`src/rtl/memory_writeback_stage_pkg.sv`:
```
// Shared types and constants for the memory/writeback pipeline stage.
package memory_writeback_stage_pkg;

    localparam int unsigned DATA_W     = 16;
    localparam int unsigned REG_ADDR_W = 3;

    // Access sequencer states: IDLE accepts a new access, WAIT counts out a multi-cycle one.
    typedef enum logic [0:0] {
        StIdle = 1'b0,
        StWait = 1'b1
    } mem_state_e;

    // Control half of the MEM/WB bundle. Data fields depend on the per-instance DATA_W
    // parameter, so they live beside this struct in the stage.
    typedef struct packed {
        logic                  reg_write;
        logic [REG_ADDR_W-1:0] write_register;
        logic                  mem_to_reg;
    } memwb_ctrl_t;

endpackage

```
`src/rtl/memory_writeback_stage_if.sv`:
```
// EX/MEM inputs and fetch/stall/register-file outputs of the memory/writeback stage.
interface memory_writeback_stage_if
    import memory_writeback_stage_pkg::*;
#(
    parameter int unsigned DATA_W = 16
) ();

    logic                  in_MemRead;
    logic                  in_MemWrite;
    logic                  in_Branch;
    logic                  in_MemtoReg;
    logic                  in_RegWrite;
    logic                  in_Zero;
    logic [DATA_W-1:0]     in_ALUResult;
    logic [DATA_W-1:0]     in_Write_Data;
    logic [DATA_W-1:0]     in_BranchTarget;
    logic [REG_ADDR_W-1:0] in_WriteRegister;

    logic                  O_PC_Src;
    logic [DATA_W-1:0]     O_BranchTarget;
    logic                  O_Stall;
    logic                  O_RegWrite;
    logic [REG_ADDR_W-1:0] O_WriteRegister;
    logic [DATA_W-1:0]     O_WB_Data;

    // Upstream pipeline side.
    modport master (
        output in_MemRead, in_MemWrite, in_Branch, in_MemtoReg, in_RegWrite, in_Zero,
        output in_ALUResult, in_Write_Data, in_BranchTarget, in_WriteRegister,
        input  O_PC_Src, O_BranchTarget, O_Stall, O_RegWrite, O_WriteRegister, O_WB_Data
    );

    // Stage side.
    modport slave (
        input  in_MemRead, in_MemWrite, in_Branch, in_MemtoReg, in_RegWrite, in_Zero,
        input  in_ALUResult, in_Write_Data, in_BranchTarget, in_WriteRegister,
        output O_PC_Src, O_BranchTarget, O_Stall, O_RegWrite, O_WriteRegister, O_WB_Data
    );

endinterface

```
`src/rtl/data_memory.sv`:
```
// Word-addressed data memory: combinational read, write on the rising clock edge.
// Contents are deliberately not reset.
module data_memory #(
    parameter int unsigned DATA_W    = 16,
    parameter int unsigned ADDR_BITS = 8
) (
    input  logic                 clk,
    input  logic                 i_we,
    input  logic [ADDR_BITS-1:0] i_addr,
    input  logic [DATA_W-1:0]    i_wdata,
    output logic [DATA_W-1:0]    o_rdata
);

    logic [DATA_W-1:0] r_mem [2**ADDR_BITS];

    // Commit a write at the edge closing the access.
    always_ff @(posedge clk) begin
        if (i_we) begin
            r_mem[i_addr] <= i_wdata;
        end
    end

    // Read sees pre-write contents during a same-cycle write.
    assign o_rdata = r_mem[i_addr];

endmodule

```
`src/rtl/memory_writeback_stage.sv`:
```
// Memory access + MEM/WB register stage with a stall sequencer for multi-cycle memory.
module memory_writeback_stage
    import memory_writeback_stage_pkg::*;
#(
    parameter int unsigned DATA_W       = memory_writeback_stage_pkg::DATA_W,
    parameter int unsigned DM_ADDR_BITS = 8,
    parameter int unsigned MEM_LATENCY  = 1
) (
    input logic                     clk,
    input logic                     rst,
    memory_writeback_stage_if.slave bus
);

    localparam bit         MultiCycle = (MEM_LATENCY > 1);
    // Remaining stall cycles after the first one; the final cycle is cnt == 0.
    localparam logic [3:0] CntLoad    = MultiCycle ? 4'(MEM_LATENCY - 2) : 4'd0;

    mem_state_e            r_state;
    logic [3:0]            r_cnt;
    memwb_ctrl_t           r_ctrl;
    logic [DATA_W-1:0]     r_rdata;
    logic [DATA_W-1:0]     r_alu;

    logic                  w_access;
    logic                  w_stall;
    logic                  w_mem_we;
    logic [DM_ADDR_BITS-1:0] w_word;
    logic [DATA_W-1:0]     w_rdata;
    logic                  w_unused_alu_bits;

    assign w_access = bus.in_MemRead | bus.in_MemWrite;
    // Bit 0 is a byte select and upper bits wrap, so only [DM_ADDR_BITS:1] index the array.
    assign w_word            = bus.in_ALUResult[DM_ADDR_BITS:1];
    assign w_unused_alu_bits = ^bus.in_ALUResult;

    // Stall covers every cycle of an access except its last; reset drops it at once.
    always_comb begin
        w_stall = 1'b0;
        if (!rst) begin
            unique case (r_state)
                StIdle:  w_stall = MultiCycle && w_access;
                StWait:  w_stall = (r_cnt != 4'd0);
                default: w_stall = 1'b0;
            endcase
        end
    end

    // Writes only on the final (non-stall) cycle; reset in WAIT therefore aborts the store.
    assign w_mem_we = bus.in_MemWrite & ~w_stall & ~rst;

    data_memory #(
        .DATA_W    (DATA_W),
        .ADDR_BITS (DM_ADDR_BITS)
    ) u_data_memory (
        .clk     (clk),
        .i_we    (w_mem_we),
        .i_addr  (w_word),
        .i_wdata (bus.in_Write_Data),
        .o_rdata (w_rdata)
    );

    // Access sequencer: enter WAIT on a multi-cycle access, count down to the final cycle.
    always_ff @(posedge clk or posedge rst) begin
        if (rst) begin
            r_state <= StIdle;
            r_cnt   <= 4'd0;
        end else begin
            unique case (r_state)
                StIdle: begin
                    if (MultiCycle && w_access) begin
                        r_state <= StWait;
                        r_cnt   <= CntLoad;
                    end
                end
                StWait: begin
                    if (r_cnt != 4'd0) begin
                        r_cnt <= r_cnt - 4'd1;
                    end else begin
                        r_state <= StIdle;
                    end
                end
                default: begin
                    r_state <= StIdle;
                    r_cnt   <= 4'd0;
                end
            endcase
        end
    end

    // MEM/WB register: capture on non-stall edges, insert a bubble while stalled.
    always_ff @(posedge clk or posedge rst) begin
        if (rst) begin
            r_ctrl  <= '0;
            r_rdata <= '0;
            r_alu   <= '0;
        end else if (w_stall) begin
            r_ctrl  <= '0;
            r_rdata <= '0;
            r_alu   <= '0;
        end else begin
            r_ctrl.reg_write      <= bus.in_RegWrite;
            r_ctrl.write_register <= bus.in_WriteRegister;
            r_ctrl.mem_to_reg     <= bus.in_MemtoReg;
            r_rdata               <= w_rdata;
            r_alu                 <= bus.in_ALUResult;
        end
    end

    assign bus.O_Stall         = w_stall;
    // Branch is only resolved once the stage is not frozen.
    assign bus.O_PC_Src        = bus.in_Branch & bus.in_Zero & ~rst & ~w_stall;
    assign bus.O_BranchTarget  = bus.in_BranchTarget;
    assign bus.O_RegWrite      = r_ctrl.reg_write;
    assign bus.O_WriteRegister = r_ctrl.write_register;
    assign bus.O_WB_Data       = r_ctrl.mem_to_reg ? r_rdata : r_alu;

endmodule

```
`src/flat_wrapper.sv`:
```
// flat-port wrapper written by rule: the top's interface ports become plain ports
module memory_writeback_stage_flat import memory_writeback_stage_pkg::*;
#(
    parameter int unsigned DATA_W       = memory_writeback_stage_pkg::DATA_W,
    parameter int unsigned DM_ADDR_BITS = 8,
    parameter int unsigned MEM_LATENCY  = 1
)
  (clk, rst, bus_in_MemRead, bus_in_MemWrite, bus_in_Branch, bus_in_MemtoReg, bus_in_RegWrite, bus_in_Zero, bus_in_ALUResult, bus_in_Write_Data, bus_in_BranchTarget, bus_in_WriteRegister, bus_O_PC_Src, bus_O_BranchTarget, bus_O_Stall, bus_O_RegWrite, bus_O_WriteRegister, bus_O_WB_Data);
  memory_writeback_stage_if #(.DATA_W(DATA_W)) bus_i ();
  input logic clk;
  input logic rst;
  input wire logic [$bits(bus_i.in_MemRead)-1:0] bus_in_MemRead;
  input wire logic [$bits(bus_i.in_MemWrite)-1:0] bus_in_MemWrite;
  input wire logic [$bits(bus_i.in_Branch)-1:0] bus_in_Branch;
  input wire logic [$bits(bus_i.in_MemtoReg)-1:0] bus_in_MemtoReg;
  input wire logic [$bits(bus_i.in_RegWrite)-1:0] bus_in_RegWrite;
  input wire logic [$bits(bus_i.in_Zero)-1:0] bus_in_Zero;
  input wire logic [$bits(bus_i.in_ALUResult)-1:0] bus_in_ALUResult;
  input wire logic [$bits(bus_i.in_Write_Data)-1:0] bus_in_Write_Data;
  input wire logic [$bits(bus_i.in_BranchTarget)-1:0] bus_in_BranchTarget;
  input wire logic [$bits(bus_i.in_WriteRegister)-1:0] bus_in_WriteRegister;
  output wire logic [$bits(bus_i.O_PC_Src)-1:0] bus_O_PC_Src;
  output wire logic [$bits(bus_i.O_BranchTarget)-1:0] bus_O_BranchTarget;
  output wire logic [$bits(bus_i.O_Stall)-1:0] bus_O_Stall;
  output wire logic [$bits(bus_i.O_RegWrite)-1:0] bus_O_RegWrite;
  output wire logic [$bits(bus_i.O_WriteRegister)-1:0] bus_O_WriteRegister;
  output wire logic [$bits(bus_i.O_WB_Data)-1:0] bus_O_WB_Data;
  assign bus_i.in_MemRead = bus_in_MemRead;
  assign bus_i.in_MemWrite = bus_in_MemWrite;
  assign bus_i.in_Branch = bus_in_Branch;
  assign bus_i.in_MemtoReg = bus_in_MemtoReg;
  assign bus_i.in_RegWrite = bus_in_RegWrite;
  assign bus_i.in_Zero = bus_in_Zero;
  assign bus_i.in_ALUResult = bus_in_ALUResult;
  assign bus_i.in_Write_Data = bus_in_Write_Data;
  assign bus_i.in_BranchTarget = bus_in_BranchTarget;
  assign bus_i.in_WriteRegister = bus_in_WriteRegister;
  assign bus_O_PC_Src = bus_i.O_PC_Src;
  assign bus_O_BranchTarget = bus_i.O_BranchTarget;
  assign bus_O_Stall = bus_i.O_Stall;
  assign bus_O_RegWrite = bus_i.O_RegWrite;
  assign bus_O_WriteRegister = bus_i.O_WriteRegister;
  assign bus_O_WB_Data = bus_i.O_WB_Data;
  memory_writeback_stage #(.DATA_W(DATA_W), .DM_ADDR_BITS(DM_ADDR_BITS), .MEM_LATENCY(MEM_LATENCY)) u_core (.clk(clk), .rst(rst), .bus(bus_i));
endmodule
```
`config.mk`:
```
export PLATFORM = sky130hd
export DESIGN_NAME = memory_writeback_stage_flat
export DESIGN_NICKNAME = d
export VERILOG_FILES = /design/src/rtl/memory_writeback_stage_pkg.sv /design/src/rtl/memory_writeback_stage_if.sv /design/src/rtl/data_memory.sv /design/src/rtl/memory_writeback_stage.sv /design/src/flat_wrapper.sv
export SDC_FILE = /design/constraint.sdc
export NUM_CORES = 2
export LEC_CHECK = 0
export BUFFER_PORTS_ARGS = -buffer_cell sky130_fd_sc_hd__buf_2
export CELL_PAD_IN_SITES_DETAIL_PLACEMENT = 1
export CELL_PAD_IN_SITES_GLOBAL_PLACEMENT = 2
export CORE_AREA = 10 10 852 644
export CTS_BUF_LIST = sky130_fd_sc_hd__clkbuf_8
export DETAILED_ROUTE_END_ITERATION = 8
export DIE_AREA = 0 0 862 654
export GPL_ROUTABILITY_DRIVEN = 1
export PLACE_DENSITY = 0.48
export SKIP_LAST_GASP = 1
export SYNTH_ARGS = -nofsm -noshare
export SYNTH_HDL_FRONTEND = slang
export SYNTH_SLANG_ARGS = --single-unit
```
`constraint.sdc`:
```
create_clock -name clk -period 4.3 [get_ports clk]
set_input_delay 0.215 -clock clk [delete_from_list [all_inputs] [get_ports clk]]
set_output_delay 0.215 -clock clk [all_outputs]
set_load 0.005 [all_outputs]
```
==> impl_metrics.ini <==
[cts]
cts_tree = done
h-tree-depth = 6
cts_max_path_buffers = 4
postCtsSetupRepairBufs = 0
clkTransAtPathRegs_ns = 0.06
clkSinkCount = 4138
root_buffer = clkbuf_8
clock_latency_ns = 1.26
numCtsBuffers = 679

[setup_path]
r2r_setup_slack_ns = 0.86
reg2reg_to = u_core.u_data_memory.r_mem[57][7]
critPathLaunchType = register
worstSetupPathType = register to primary output
reg2regPathDepth = 10
crit_required_ns = 4.09
reg2reg_from = u_core.r_cnt[0]
cp.arrival_ns = 3.60
cp_max_fo = 16
end_kind = primary output

[logic_synthesis]
ys_seq_elements = 4138
yosysTopAreaCell = edfxtp_1
syn_nets = 7715
synth.area.top_cells = edfxtp_1, mux4_2, mux2i_1
synth_area_um2 = 159000
netlist_top_cells_count = edfxtp_1, mux4_2, mux2i_1
synth_edf_count = 4096
avgSynthCellArea_um2 = 20.8
ys_dominant_reg_cell = edfxtp_1
yosysUniqueCellTypes = 56
yosysWarnings = 0
yosysSeqAreaShare_pct = 78.1
synth_top_area_share_pct = 77.4
synth.most_common_cell = edfxtp_1
synth_cells = 7655
async_flop_share_pct = 1.01

[placed_design]
port_buffers = 63
placed_cell_area_um2 = 173000
hpwl_um = 321000
place_ws_ns = 0.259
routabilityCongestion = 0.775

[sta]
slew_violations = 0
period_needed_ns = 3.81
skew_ns = 0.0650
hold_ws_ns = 0.121
finalSetupViolCount = 0
clock.fmax_mhz = 262
rsz0062_at_grt = false
tightest_slew_ns = 1.26
post-route-period-util_pct = 88.7
setup_slack_ns = 0.486
max_slew_margin_pct = 15.2
finalHoldViolations = 0

[pwr]
leakagePower_nw = 60.3
irDropWorstVdd_mv = 0.314
power.density_nw_per_um2 = 435

[worst_hold_path]
min_to = u_core.u_data_memory.r_mem[64][10]
hold_start = bus_in_Write_Data[10]
holdCritPathClass = input pin to register
whs_path_depth = 3

[drt]
ant_nets = 0
dr_total_vias = 82489
first_pass_iters = 5
drcViolationCount = 0
drt-initial-drc-count = 8903
wl_per_cell_um = 32.4
wl_um = 528000
avgViaCountPerCell = 5.07

[die]
rows = 232
die_area_um2 = 564000
die_w_um = 862
core_um2 = 531000
start_util_pct = 29.9
die_y_um = 654
io-pin-count = 97

[global_routing]
grt_pass1_wl_um = 719000
antenna_found_initial = 68
grt_usage_pct = 18.2
grt_max_degree = 137
grt-ovfl-total = 0
first_global_vias = 85924

[finish]
syn2layout_area_growth_pct = 16.8
final_util_pct = 34.9
drive_gt1_share_pct = 26.8
design_area_um2 = 186000
finalNetCount = 8755

[run_status]
status = completed

[job]
drv_cap = 0
[how the worst max path moves through the flow]
stage,start,endpoint,slack [ns],depth (start not counted)
floorplan,rst,u_core.u_data_memory.r_mem[202][0],0.95,6
global placement,bus_in_ALUResult[1],u_core.r_rdata[14],-0.01,11
detailed placement,bus_in_ALUResult[1],u_core.r_rdata[10],0.26,10
CTS,u_core.r_cnt[0],bus_O_Stall,0.21,10
global route,u_core.r_cnt[0],bus_O_Stall,0.23,10
finish,u_core.r_cnt[0],bus_O_Stall,0.49,10
[repair_timing]
item,4_1_cts,5_1_grt
hold endpoints to repair,4070,0
hold buffers,66,0
gates resized for setup,0,0
[flip-flops by register name, indices dropped and copies added (netlist names)]
| name | flops |
|---|---|
| u_core.bus.O_WriteRegister | 3 |
| u_core.u_data_memory.r_mem | 4096 |
| u_core.r_cnt | 4 |
| u_core.bus.O_RegWrite | 1 |
| u_core.r_state | 1 |
| u_core.r_rdata | 16 |
| u_core.r_alu | 16 |
| u_core.r_ctrl | 1 |
[cells by family after synthesis]
family,synth area share [%]
flip-flops,78.1
adder cells (fa/ha/maj),0.00787
AND/OR/NAND/NOR,2.57
multiplexers,14.6
buffers and inverters,1.51
AO/OA/AOI/OAI,3.27
XOR/XNOR,0.0110
[metal layers]
layer	up-vias	share of wire (%)	global-route usage, %
met2	2544	43	26.7
met5	-	0.0080	0
met4	6	1.9	3.85
met3	617	6.7	3.78
li1	34213	-	-
met1	45109	48	27.7
[report_power, final]
group	switching, mW	internal (mW)
clock	16.2	15.6
combinational	3.13	1.49
sequential	0.0477	44.4
[metrics by stage]
| stage | std cells | total power, mW | setup TNS [ns] |
|---|---|---|---|
| floorplan | 7655 | 47.2 | 0 |
| global placement | 14967 | 49.8 | -0.0142 |
| detailed placement | 14968 | 49.9 | 0 |
| CTS | 16242 | 82.0 | 0 |
| global route | 16267 | 83.8 | 0 |
| finish | 16282 | 80.8 | 0 |
[final cells by class]
type / instances / area (µm²)
fill: 52183 / 346000
timing repair buffer: 846 / 7700
inverter: 11 / 46.3
antenna: 40 / 100
clock buffer: 699 / 9620
tap: 7020 / 8780
multi-input combinational: 3019 / 32900
clock inverter: 509 / 2420
sequential: 4138 / 124000
[critical path, stage by stage, from the launching register on]
cell and delay (ns):
dfrtp_1 0.41, inv_1 0.08, ha_1 0.17, inv_1 0.05
o31ai_1 0.29, buf_4 0.20, inv_1 0.10, nand2_1 0.09
buf_4 0.31, inv_2 0.35, buf_2 0.26
[cells in the final DEF (no fill, tap or decap), types with 15 or more instances in the layout]
| cell | netlist | final |
|---|---|---|
| edfxtp_1 | 4096 | 4096 |
| mux4_2 | 707 | 707 |
| mux2i_1 | 701 | 701 |
| clkbuf_8 | 0 | 699 |
| buf_4 | 70 | 629 |
| inv_1 | 9 | 245 |
| nor2_1 | 290 | 204 |
| nand3_1 | 194 | 190 |
| o22ai_1 | 187 | 187 |
| clkinv_1 | 1 | 175 |
| a22oi_1 | 139 | 139 |
| nand2_1 | 126 | 114 |
| buf_12 | 0 | 92 |
| nor2_2 | 0 | 84 |
| a221oi_1 | 80 | 80 |
| a21oi_1 | 77 | 77 |
| o21ai_0 | 66 | 66 |
| dlygate4sd3_1 | 0 | 61 |
| a31oi_1 | 50 | 50 |
| buf_2 | 137 | 45 |
| clkinv_2 | 0 | 42 |
| dfrtp_1 | 42 | 42 |
| diode_2 | 0 | 40 |
| nand4_1 | 36 | 36 |
| and3_1 | 35 | 35 |
| o211ai_1 | 31 | 31 |
| o2111ai_1 | 31 | 30 |
| or2_2 | 30 | 30 |
| clkinvlp_4 | 0 | 26 |
| nor4_1 | 32 | 25 |
| mux2_2 | 19 | 19 |
| a32oi_1 | 18 | 18 |
| buf_8 | 0 | 18 |
| nor2b_1 | 24 | 17 |
| a221o_1 | 16 | 16 |
| o32ai_1 | 16 | 16 |
| nand2b_1 | 17 | 16 |
| a211oi_1 | 15 | 15 |
| o41ai_1 | 16 | 15 |
Power figures use the tool's default switching activity.
